[src/rtl/alu_pkg.sv]
// Shared ALU select encodings and arbiter state encoding.
package alu_pkg;

   localparam int unsigned DataWidth = 32;
   localparam int unsigned SelWidth  = 4;

   // Codes outside this set (0100, 1010-1111) are forwarded as-is; the ALU returns 0 for them.
   typedef enum logic [SelWidth-1:0] {
      AluForward = 4'b0000,
      AluAdd     = 4'b0001,
      AluAnd     = 4'b0010,
      AluOr      = 4'b0011,
      AluMul     = 4'b0101,
      AluXor     = 4'b0110,
      AluSll     = 4'b0111,
      AluSrl     = 4'b1000,
      AluSra     = 4'b1001
   } alu_op_e;

   typedef enum logic [1:0] {
      StIdle = 2'b00,
      StExec = 2'b01,
      StResp = 2'b10
   } arb_state_e;

endpackage

[src/rtl/rr_arbiter2.sv]
// Two-way grant logic: valid vector plus last grant index to a one-hot grant.
module rr_arbiter2 #(
   parameter bit RR_ENABLE = 1'b1
) (
   input  logic [1:0] valid,
   input  logic       last_gnt,
   output logic [1:0] gnt
);

   // A lone requester always wins; contention goes to the other side of last_gnt, or to 0.
   always_comb begin
      gnt = valid;
      if (valid == 2'b11) begin
         if (RR_ENABLE) begin
            gnt = last_gnt ? 2'b01 : 2'b10;
         end else begin
            gnt = 2'b01;
         end
      end
   end

endmodule

[src/rtl/alu_arbiter.sv]
// Arbitrates two requesters onto one shared ALU, one operation in flight at a time.
module alu_arbiter
   import alu_pkg::*;
#(
   parameter bit RR_ENABLE = 1'b1
) (
   input  logic                 CLK,
   input  logic                 RESET,
   input  logic                 REQ_VALID_0,
   input  logic                 REQ_VALID_1,
   output logic                 REQ_READY_0,
   output logic                 REQ_READY_1,
   input  logic [DataWidth-1:0] REQ_DATA1_0,
   input  logic [DataWidth-1:0] REQ_DATA2_0,
   input  logic [DataWidth-1:0] REQ_DATA1_1,
   input  logic [DataWidth-1:0] REQ_DATA2_1,
   input  logic [SelWidth-1:0]  REQ_SELECT_0,
   input  logic [SelWidth-1:0]  REQ_SELECT_1,
   output logic                 RSP_VALID_0,
   output logic                 RSP_VALID_1,
   input  logic                 RSP_READY_0,
   input  logic                 RSP_READY_1,
   output logic [DataWidth-1:0] RSP_RESULT_0,
   output logic [DataWidth-1:0] RSP_RESULT_1,
   output logic                 RSP_ZERO_0,
   output logic                 RSP_ZERO_1,
   output logic [DataWidth-1:0] ALU_DATA1,
   output logic [DataWidth-1:0] ALU_DATA2,
   output logic [SelWidth-1:0]  ALU_SELECT,
   input  logic [DataWidth-1:0] ALU_RESULT,
   input  logic                 ALU_ZERO,
   output logic                 BUSY
);

   arb_state_e state_q, state_d;
   logic       last_gnt_q, last_gnt_d;   // index of the most recently accepted requester
   logic       owner_q, owner_d;         // index of the requester currently in flight

   logic [DataWidth-1:0] alu_data1_q, alu_data1_d;
   logic [DataWidth-1:0] alu_data2_q, alu_data2_d;
   logic [SelWidth-1:0]  alu_select_q, alu_select_d;

   logic [1:0]                rsp_valid_q, rsp_valid_d;
   logic [1:0][DataWidth-1:0] rsp_result_q, rsp_result_d;
   logic [1:0]                rsp_zero_q, rsp_zero_d;

   logic [1:0] gnt;
   logic [1:0] req_ready;
   logic [1:0] rsp_ready;
   logic       accept;
   logic       accept_idx;

   rr_arbiter2 #(
      .RR_ENABLE (RR_ENABLE)
   ) u_rr_arbiter2 (
      .valid    ({REQ_VALID_1, REQ_VALID_0}),
      .last_gnt (last_gnt_q),
      .gnt      (gnt)
   );

   // Grant is only offered while idle; it already implies the matching valid.
   always_comb begin
      req_ready  = (state_q == StIdle) ? gnt : 2'b00;
      accept     = |req_ready;
      accept_idx = req_ready[1];
      rsp_ready  = {RSP_READY_1, RSP_READY_0};
   end

   // Next-state logic: accept in idle, capture ALU output in exec, handshake in resp.
   always_comb begin
      state_d      = state_q;
      last_gnt_d   = last_gnt_q;
      owner_d      = owner_q;
      alu_data1_d  = alu_data1_q;
      alu_data2_d  = alu_data2_q;
      alu_select_d = alu_select_q;
      rsp_valid_d  = rsp_valid_q;
      rsp_result_d = rsp_result_q;
      rsp_zero_d   = rsp_zero_q;
      unique case (state_q)
         StIdle: begin
            if (accept) begin
               alu_data1_d  = accept_idx ? REQ_DATA1_1 : REQ_DATA1_0;
               alu_data2_d  = accept_idx ? REQ_DATA2_1 : REQ_DATA2_0;
               alu_select_d = accept_idx ? REQ_SELECT_1 : REQ_SELECT_0;
               owner_d      = accept_idx;
               last_gnt_d   = accept_idx;
               state_d      = StExec;
            end
         end
         StExec: begin
            rsp_result_d[owner_q] = ALU_RESULT;
            rsp_zero_d[owner_q]   = ALU_ZERO;
            rsp_valid_d[owner_q]  = 1'b1;
            state_d               = StResp;
         end
         StResp: begin
            if (rsp_ready[owner_q]) begin
               rsp_valid_d = 2'b00;
               state_d     = StIdle;
            end
         end
         default: state_d = StIdle;
      endcase
   end

   // State and datapath registers; reset drops any in-flight operation.
   always_ff @(posedge CLK or posedge RESET) begin
      if (RESET) begin
         state_q      <= StIdle;
         last_gnt_q   <= 1'b1;
         owner_q      <= 1'b0;
         alu_data1_q  <= '0;
         alu_data2_q  <= '0;
         alu_select_q <= '0;
         rsp_valid_q  <= '0;
         rsp_result_q <= '0;
         rsp_zero_q   <= '0;
      end else begin
         state_q      <= state_d;
         last_gnt_q   <= last_gnt_d;
         owner_q      <= owner_d;
         alu_data1_q  <= alu_data1_d;
         alu_data2_q  <= alu_data2_d;
         alu_select_q <= alu_select_d;
         rsp_valid_q  <= rsp_valid_d;
         rsp_result_q <= rsp_result_d;
         rsp_zero_q   <= rsp_zero_d;
      end
   end

   assign REQ_READY_0  = req_ready[0];
   assign REQ_READY_1  = req_ready[1];
   assign RSP_VALID_0  = rsp_valid_q[0];
   assign RSP_VALID_1  = rsp_valid_q[1];
   assign RSP_RESULT_0 = rsp_result_q[0];
   assign RSP_RESULT_1 = rsp_result_q[1];
   assign RSP_ZERO_0   = rsp_zero_q[0];
   assign RSP_ZERO_1   = rsp_zero_q[1];
   assign ALU_DATA1    = alu_data1_q;
   assign ALU_DATA2    = alu_data2_q;
   assign ALU_SELECT   = alu_select_q;
   assign BUSY         = (state_q != StIdle);

endmodule
[config.mk]
export PLATFORM = sky130hd
export DESIGN_NAME = alu_arbiter
export DESIGN_NICKNAME = d
export VERILOG_FILES = /design/src/rtl/alu_pkg.sv /design/src/rtl/rr_arbiter2.sv /design/src/rtl/alu_arbiter.sv
export SDC_FILE = /design/constraint.sdc
export NUM_CORES = 1
export LEC_CHECK = 0
export ABC_AREA = 1
export BUFFER_PORTS_ARGS = -buffer_cell sky130_fd_sc_hd__buf_2
export CAP_MARGIN = 30
export CORE_ASPECT_RATIO = 1.4
export CORE_MARGIN = 2
export CORE_UTILIZATION = 40
export CTS_CLUSTER_DIAMETER = 60
export DETAILED_ROUTE_END_ITERATION = 12
export PLACE_DENSITY = 0.76
export SYNTH_ARGS = -nofsm -noshare
export SYNTH_HDL_FRONTEND = slang
export SYNTH_HIERARCHICAL = 1
export SYNTH_SLANG_ARGS = --single-unit
[constraint.sdc]
create_clock -name CLK -period 3.8 [get_ports CLK]
set_input_delay 0.19 -clock CLK [delete_from_list [all_inputs] [get_ports CLK]]
set_output_delay 0.19 -clock CLK [all_outputs]
set_load 0.02 [all_outputs]
==> flow_summary.yaml <==
finish:
  area.growth.synth_to_final_pct: 35.0
  diodes: 0
  final_common_cell: "buf_2"
  final_cell_mix: "buf_2, nand2_1, inv_1"
  nets: 1332
  nFillCells: 1561
  instances_no_fill: 1369
  drive_gt1_share_pct: 31.1
sta:
  clock_skew_ns: 0.0124
  finalCritPeriodShare_pct: 57.8
  min_period_ns: 2.19
  setup-tns-final_ns: 0
  finalSetupViolCount: 0
  slew_viol_final: 0
  max_freq_mhz: 456
  max_slew_margin_pct: 35.7
  rsz0062_at_grt: "no"
  worst_slew_pin_slew_ns: 0.963
  hold_violations: 0
worst_setup_path:
  rrSetupSlack_ns: 1.95
  endpoint: "REQ_READY_1"
  crit_start: "last_gnt_q$_DFFE_PP1P_"
  cp-end-kind: "output pin"
  critical_path_required_ns: 3.61
  crit_type: "register to output pin"
  r2r-end: "ALU_DATA2[17]$_DFFE_PP0P_"
  crit_fanout: 71
  start_kind: "register"
  arrival_ns: 2.00
  reg2reg_from: "last_gnt_q$_DFFE_PP1P_"
  r2r_cells: 7
yosys:
  synth.area.top_cells: "dfrtp_1, nand2_1, nand3_1"
  synth-seq-cells: 140
  synthFlopType: "dfrtp_1"
  synthArstFlopShare_pct: 100
  synth_nets: 1041
  synth_area_mm2: 0.00654
  ys_seq_area_share_pct: 53.6
  syn_area_per_cell_um2: 7.55
  synth_edf_count: 0
  synth_cell_types: 16
  syn-instance-count: 866
  yosys.area.top_type: "dfrtp_1"
  ys_warn_count: 6
  synth_top_area_share_pct: 53.2
global_route:
  grt_overflow_total: 0
  antenna_found_initial: 2
  grt_use_total_pct: 21.0
  grt_pass1_wl_um: 29600
  grt_start_max_net_pins: 92
  grt_pass1_vias: 6137
floorplanning:
  initial_core_util_pct: 40.6
  core_area_mm2: 0.0161
  die_h_um: 155
  num_rows: 55
  num_io_pins: 314
  die_area_mm2: 0.0174
  die_w_um: 112
placed_design:
  dp_cells: 1335
  routabilityCongestion: 0.814
  place_hpwl_um: 12500
  portBuffers: 313
status:
  status: "complete, no violations"
clock_tree:
  clock_sinks: 140
  tritoncts: "yes"
  cts_buffers: 17
  clockBufferDepth: 2
  clk_pin_slew_worst_paths_ns: 0.07
  cts-root-buf: "clkbuf_16"
  h-tree-depth: 4
  cts_setup_buffers: 0
  insertion_delay_ns: 0.42
route:
  routed_wl_um: 18200
  viasPerCell: 4.65
  vias: 6370
  drt_iter0_drc: 396
  dr.pass1.iters: 4
  drc: 0
  ant_nets: 0
  wl_per_cell_um: 13.3
run:
  max-cap-violations: 0
pwr:
  power_density_mw_per_mm2: 891
  vdd.ir_drop.worst_mv: 0.495
  leakage_nw: 5.49
worst_hold_path:
  hp-class: "input port to register"
==> logic make-up (layout without fill, tap and decap cells) <==
group | after synthesis | count (layout) | synth area share [%]
AO/OA/AOI/OAI | 70 | 70 | 5.36
flip-flops | 140 | 140 | 53.6
AND/OR/NAND/NOR | 425 | 425 | 27.2
buffers and inverters | 231 | 535 | 13.8
==> synthesized netlist by cell type (2+ instances only) <==
master,count
nand2_1,281
o21ai_0,43
buf_2,22
clkbuf_1,20
nor2_1,3
dfrtp_1,139
nand2_2,2
buf_1,5
inv_2,5
buf_4,3
o21ai_1,26
inv_1,176
nand3_1,138
==> routing by layer <==
metal / routed length (µm) / up-vias / global-route usage [%]
met5: 27 / - / 0
met4: 546 / 4 / 8.48
met3: 1290 / 54 / 5.34
met2: 9000 / 264 / 36.3
met1: 7350 / 2864 / 25.0
li1: - / 3184 / -
==> worst max-delay path, cell delays in order, from the launching register on <==
cell,delay [ns]
dfstp_2,0.56
a21oi_4,0.07
nand2_2,0.07
buf_4,0.62
inv_1,0.08
buf_2,0.18
==> report_power, final <==
group	switching, W	total, W	internal (W)
Combinational	0.00247	0.00358	0.00112
Clock	0.000706	0.00165	0.000945
Sequential	0.000390	0.00263	0.00224
Total	0.00356	0.00787	0.00430
==> metrics by stage <==
| step | util (%) | power (W) | hold WS, ns | setup slack (ns) | cell area [µm²] |
|---|---|---|---|---|---|
| finish | 54.8 | 0.00787 | 0.0297 | 1.61 | 8830 |
| global route | 54.8 | 0.00846 | 0.0284 | 1.49 | 8830 |
| CTS | 54.7 | 0.00795 | 0.0107 | 1.59 | 8810 |
| detailed placement | 51.0 | 0.00627 | 0.101 | 1.94 | 8210 |
| global placement | 51.0 | 0.00617 | 0.102 | 1.99 | 8210 |
| floorplan | - | 0.00501 | 0.338 | 1.86 | 6550 |
==> registers in the layout, summed over array words and instances, names as in the netlist <==
register	count
rsp_valid_q	2
RSP_RESULT_0	32
ALU_DATA2	32
rsp_zero_q	2
owner_q	1
ALU_DATA1	32
ALU_SELECT	4
last_gnt_q	1
state_q	2
RSP_RESULT_1	32
==> layout make-up <==
| class | instances | area (µm²) | share of cell area [%] |
|---|---|---|---|
| Sequential cell | 140 | 3500 | 39.7 |
| Multi-Input combinational cell | 495 | 2140 | 24.3 |
| Clock buffer | 18 | 439 | 4.97 |
| Clock inverter | 14 | 153 | 1.73 |
| Tap cell | 199 | 249 | 2.82 |
| Inverter | 181 | 683 | 7.73 |
| Timing Repair Buffer | 322 | 1660 | 18.8 |
==> worst min path at each step <==
stage	endpoint	start	slack, ns	cells past startpoint
detailed placement	ALU_DATA2[28]$_DFFE_PP0P_	RESET	0.10	2
floorplan	RSP_RESULT_1[25]$_DFFE_PP0P_	ALU_RESULT[25]	0.34	2
CTS	RSP_RESULT_0[0]$_DFFE_PP0P_	ALU_RESULT[0]	0.01	3
global placement	ALU_DATA2[28]$_DFFE_PP0P_	RESET	0.10	2
global route	RSP_RESULT_0[24]$_DFFE_PP0P_	ALU_RESULT[24]	0.03	3
finish	RSP_RESULT_0[0]$_DFFE_PP0P_	ALU_RESULT[0]	0.03	3
==> timing repair <==
action / CTS / global route
hold buffers: 1 / 0
hold endpoints to repair: 8 / 0
gates resized for setup: 0 / 0
Note: power is estimated with default switching activity, not from simulation.
